<file path="src/rtl/mux_nto1_rr.sv">
// mux_nto1_rr
// Registered N-to-1 channel multiplexer with fixed-select or round-robin
// arbitration. The selected word goes into a one-entry output register.
// Both sides of that register use valid/ready handshakes.
//
// Parameters:
//   N    number of input channels (2..16)
//   W    data width per channel
//   SELW derived select / channel-id width, $clog2(N)
//
// Ports:
//   clk        rising-edge clock
//   rst_n      asynchronous active-low reset
//   mode       0 = fixed select via sel, 1 = round-robin
//   sel        channel index used in fixed-select mode
//   in_data    packed channel data, channel i at [i*W +: W]
//   in_valid   per-channel valid
//   in_ready   per-channel ready, one-hot or zero
//   out_data   registered selected data
//   out_chan   channel that produced out_data
//   out_valid  output register holds a word
//   out_ready  consumer accepts the word
//   xfer_cnt   saturating count of accepted transfers (only with MUX_XFER_CNT_EN)
//
// Optional feature macro: MUX_XFER_CNT_EN

module mux_nto1_rr #(
   parameter int N = 4,
   parameter int W = 8,
   localparam int SELW = $clog2(N)
) (
   input  logic              clk,
   input  logic              rst_n,
   input  logic              mode,
   input  logic [SELW-1:0]   sel,
   input  logic [N*W-1:0]    in_data,
   input  logic [N-1:0]      in_valid,
   output logic [N-1:0]      in_ready,
   output logic [W-1:0]      out_data,
   output logic [SELW-1:0]   out_chan,
   output logic              out_valid,
   input  logic              out_ready
`ifdef MUX_XFER_CNT_EN
   ,
   output logic [15:0]       xfer_cnt
`endif
);

   logic            outValid_q, outValid_d;
   logic [W-1:0]    outData_q,  outData_d;
   logic [SELW-1:0] outChan_q,  outChan_d;
   logic [SELW-1:0] rrPtr_q,    rrPtr_d;

   logic            loadEn;
   logic            grantValid;
   logic [SELW-1:0] grantIdx;
   logic            transfer;

   // Modulo-N add of a channel index and a small offset. Both operands are
   // below N, so one conditional subtract is enough to wrap.
   function automatic logic [SELW-1:0] wrapAdd(input logic [SELW-1:0] base, input int off);
      int sum;
      sum = int'(base) + off;
      if (sum >= N) sum = sum - N;
      return SELW'(sum);
   endfunction

   // The output register can take a new word when it is empty or when it is
   // being drained in this same cycle. This gives full throughput.
   assign loadEn = !outValid_q || out_ready;

   // Grant selection.
   // In fixed mode, sel is matched against each real channel index, so an
   // out-of-range sel never produces a grant.
   // In round-robin mode, channels are scanned from the farthest offset down
   // to the nearest. The last hit, which is the nearest valid channel at or
   // after rrPtr_q, wins.
   always_comb begin
      grantValid = 1'b0;
      grantIdx   = '0;
      if (!mode) begin
         for (int i = 0; i < N; i++) begin
            if (sel == SELW'(i) && in_valid[i]) begin
               grantValid = 1'b1;
               grantIdx   = SELW'(i);
            end
         end
      end else begin
         for (int k = N - 1; k >= 0; k--) begin
            if (in_valid[wrapAdd(rrPtr_q, k)]) begin
               grantValid = 1'b1;
               grantIdx   = wrapAdd(rrPtr_q, k);
            end
         end
      end
   end

   assign transfer = loadEn && grantValid;

   // Ready goes only to the granted channel, and only when the register can
   // load this cycle.
   always_comb begin
      in_ready = '0;
      if (transfer) in_ready[grantIdx] = 1'b1;
   end

   // Next-state for the output register and the round-robin pointer.
   // A transfer loads the new word and moves the pointer past the granted
   // channel, in either mode. This lets a later switch to round-robin resume
   // fairly. A drain with no reload only clears valid, so data and channel
   // keep their last values.
   always_comb begin
      outValid_d = outValid_q;
      outData_d  = outData_q;
      outChan_d  = outChan_q;
      rrPtr_d    = rrPtr_q;
      if (transfer) begin
         outValid_d = 1'b1;
         outData_d  = in_data[grantIdx*W +: W];
         outChan_d  = grantIdx;
         rrPtr_d    = (grantIdx == SELW'(N - 1)) ? '0 : grantIdx + 1'b1;
      end else if (outValid_q && out_ready) begin
         outValid_d = 1'b0;
      end
   end

   // State registers. Reset discards any word held in the output register.
   always_ff @(posedge clk or negedge rst_n) begin
      if (!rst_n) begin
         outValid_q <= 1'b0;
         outData_q  <= '0;
         outChan_q  <= '0;
         rrPtr_q    <= '0;
      end else begin
         outValid_q <= outValid_d;
         outData_q  <= outData_d;
         outChan_q  <= outChan_d;
         rrPtr_q    <= rrPtr_d;
      end
   end

   assign out_valid = outValid_q;
   assign out_data  = outData_q;
   assign out_chan  = outChan_q;

`ifdef MUX_XFER_CNT_EN
   logic [15:0] xferCnt_q, xferCnt_d;

   // Transfer counter. It sticks at all-ones instead of wrapping.
   always_comb begin
      xferCnt_d = xferCnt_q;
      if (transfer && xferCnt_q != 16'hFFFF) xferCnt_d = xferCnt_q + 16'd1;
   end

   always_ff @(posedge clk or negedge rst_n) begin
      if (!rst_n) xferCnt_q <= '0;
      else        xferCnt_q <= xferCnt_d;
   end

   assign xfer_cnt = xferCnt_q;
`endif

endmodule

</file>
<file path="config.mk">
export PLATFORM = sky130hd
export DESIGN_NAME = mux_nto1_rr
export DESIGN_NICKNAME = d
export VERILOG_FILES = /design/src/rtl/mux_nto1_rr.sv
export SDC_FILE = /design/constraint.sdc
export NUM_CORES = 1
export LEC_CHECK = 0
export CAP_MARGIN = 20
export CORE_MARGIN = 4
export CORE_UTILIZATION = 27
export DETAILED_ROUTE_END_ITERATION = 8
export SYNTH_ARGS = -nofsm -noshare
export SYNTH_HDL_FRONTEND = slang
export SYNTH_SLANG_ARGS = --single-unit
export TNS_END_PERCENT = 50
</file>
<file path="constraint.sdc">
create_clock -name clk -period 2.3 [get_ports clk]
set_input_delay 0.46 -clock clk [delete_from_list [all_inputs] [get_ports clk]]
set_output_delay 0.46 -clock clk [all_outputs]
set_load 0.03 [all_outputs]
</file>
==> summary.md <==
| Metric | Value |
|---|---|
| RSZ-0062 raised after global routing | `yes` |
| Routed len/inst | `approximately 14 um` |
| Yosys reg bits | `13` |
| Total GRT Usage | `between 10% and 20%` |
| Pins Over Slew Limit | `0` |
| CTS tree | `built` |
| Crit-path most repeated cell | `buf_6` |
| Routed WL | `2920 um` |
| Slowest-stage cell, CP | `mux4_2` |
| Max-cap violations | `0` |
| Largest cells by area after synthesis | `dfrtp_1, mux2i_1, o221ai_1` |
| Reg2Reg Setup Slack | `280 ps` |
| Proportion of synthesized area in mux cells | `21.7%` |
| Io pins | `between 50 and 60` |
| Crit Path Max Fanout | `7` |
| Drc violations | `0` |
| CP Class | `in -> out` |
| Die ar. | `approximately 0.0045 mm2` |
| Simple-gate portion of the synthesized area | `between 20 and 25%` |
| Top-count cell post-synth | `mux2i_1` |
| Hold Path Cell Cnt | `2` |
| Post-Syn Instances | `93` |
| Synth Area in XOR/XNOR | `0.940%` |
| Status | `complete, no violations` |
| Fraction of registers with async set/reset | `100%` |
| Area growth, synth to finish | `93.7%` |
| Total power draw | `1.10 mW` |
| Core area | `~0.0033 mm2` |
| Worst R2R Path Depth | `9` |
| Setup violations, final | `0` |
| Initial Util | `about 28%` |
| Fill cells | `295` |
| ANT nets after route | `0` |
| Worst EP arrival | `~1800 ps` |
| Number of buffers added to fix hold violations after cts | `0` |
| Synth Area in Adders | `under 10%` |
| Worst hold path class | `reg -> reg` |
| Clock period minus worst slack | `~2300 ps` |
| Clk sinks | `13` |
| Post-synth EDFFs | `0` |
| R2r endpoint | `out_data[2]` |
| Vias | `between 900 and 1000` |
| VDD IR max | `421 uV` |
| Inserted Clock Buffers | `3` |
| Max Fclk | `435 MHz` |
| Clock Latency Late Sink | `about 280 ps` |
| DP Wirelength | `~2400 um` |
| Crit path required time | `1840 ps` |
| CP Cell Sequence | `clkdlybuf4s15_2, mux4_2, o21ai_4, nor2_4, buf_6, and2_4, buf_6` |
| PortBufs | `56` |
| Site Rows | `21` |
| Mapped Nets | `roughly 140` |
| Startpoint types | `primary input` |
| Top cells by count, synth | `mux2i_1, nand2_1, dfrtp_1, o221ai_1, nor2_1` |
| Final worst-path cycle share | `about 100%` |
| Hold EP | `out_data[6]` |
| Placed Instances | `between 200 and 250` |
| Setup TNS Final | `0 ps` |
| Leakage Power | `around 0.74 nW` |
| 1st-iter DRT viols | `33` |
| Worst reg2reg path startpoint | `rrPtr_q[0]` |
| Avg Cell Area, Syn | `~10 um2` |
| Crit path largest cell delay | `between 500 and 600 ps` |
| Hold Violations, Final | `0` |
| Pin count of the biggest net entering global routing | `18` |
| Router iterations before antenna repair | `4` |
| Yosys top cell area share | `between 30% and 40%` |
| Number of global-route vias before repair | `approximately 1000` |
| Dominant synthesized flop cell | `dfrtp_1` |
| First-pass GRT wire length | `between 4000 and 5000 um` |
| Synth Area in Compound Gates | `15.7%` |
| Sequential area share after synthesis | `34.9%` |
| Bufs on Longest Clock Path | `2` |
| Antenna Cells | `0` |
| Yosys warning total | `0` |
| Largest family of logic cells by synthesized area | `multiplexers` |
| Fin area | `about 0.0018 mm2` |
| DP Area | `around 0.0016 mm2` |
| Synth Cell Area | `slightly above 900 um2` |
| Die H | `66.8 um` |
| Slew HR | `about three fifths` |
| Distinct cell type count after synthesis | `31` |
| Clock skew | `between 9 and 10 ps` |
| Routability Congestion | `around 0.84` |
| Final nets | `213` |
| Min-delay src | `out_data[6]` |
| Critical Path End Type | `output pin` |
| Layout cells sized above 1 | `31.4%` |
| Post-synth top area cell | `dfrtp_1` |
| Vias per cell | `around 4.6` |
| Cell Pwr Density | `609 mW/mm2` |
| Die width | `approximately 67 um` |
| Non-filler cells, final | `approximately 220` |
| Clk slew on worst S/H paths | `90 ps` |
| Remaining global-route overflow | `0` |
| Worst slew pin tran | `a little over 600 ps` |
| Clock Tree Root | `clkbuf_4` |
| Antenna violations before repair | `0` |
| H-Tree Depth | `1` |
==> through the flow <==
stage          hold WS [ps]  util, %  setup slack [ps]
4_1_cts                 497     54.0             -25.6
3_5_place_dp            476     49.2              -605
3_3_place_gp            471     49.2              -613
6_report                493     54.1             0.690
2_1_floorplan           164        -               190
5_1_grt                 525     54.1              -119
==> sequential cells by signal, indices dropped and copies added (netlist names) <==
register	count
out_valid	1
out_chan	2
out_data	8
rrPtr_q	2
==> critical path: cells and delay by family <==
kind	cells	cell delay, ps
AO/OA/AOI/OAI	1	170
buffers and inverters	3	470
multiplexers	1	520
AND/OR/NAND/NOR	2	210
==> power by group <==
group | internal (mW) | switching [mW] | leakage (nW)
Sequential | 0.288 | 0.0363 | 0.155
Combinational | 0.324 | 0.309 | 0.572
Clock | 0.0645 | 0.0779 | 0.0177
Total | 0.676 | 0.423 | 0.744
==> layout make-up <==
cell class	count	area [um2]	share of cell area [%]
clock buffers	3	22.5	1.25
flip-flops and latches	13	327	18.1
multi-input cells	73	629	34.9
clock inverters	1	5.00	0.277
inverters	3	11.3	0.624
repair buffers	76	753	41.7
well taps	46	57.6	3.19
==> layer usage <==
metal	GRT usage (%)	part of all wire (%)
met3	3.20	3.9
met2	24.8	57
met1	16.4	38
met5	0	0
met4	3.30	0.51
==> cells in the final DEF, fill, tap and decap left out, types with 2 or more instances in the layout <==
cell type,n
clkdlybuf4s50_1,45
mux2i_1,18
buf_4,16
nand2_1,13
dfrtp_1,12
o221ai_1,8
nor2_1,5
clkdlybuf4s15_2,5
buf_6,5
clkbuf_4,3
inv_1,2
a21oi_1,2
o21ai_4,2
nand2_2,2
nor2_4,2
o21ai_0,2
buf_12,2
==> logic make-up after synthesis <==
group	Yosys count
adders and majority gates	1
muxes	19
xor gates and xnor gates	1
DFF	13
AOI/OAI and AO/OA	18
buffers and inverters	7
and+or+nand+nor	34
==> worst max-delay path by stage <==
stage,startpoint,to,depth (start not counted)
finish,sel[1],in_ready[3],7
global route,rrPtr_q[1],in_ready[3],8
CTS,rrPtr_q[1],in_ready[3],8
detailed placement,sel[1],in_ready[0],7
global placement,in_valid[2],in_ready[0],8
floorplan,sel[1],in_ready[0],6
==> what timing repair did <==
action / in CTS / in global routing
setup buffers: 4 / 0
gates resized for setup: 46 / 6
endpoints found under the setup margin: 5 / 4
endpoints found under the hold margin: 0 / 0
pin swaps: 6 / 2
Power figures use the tool's default switching activity.
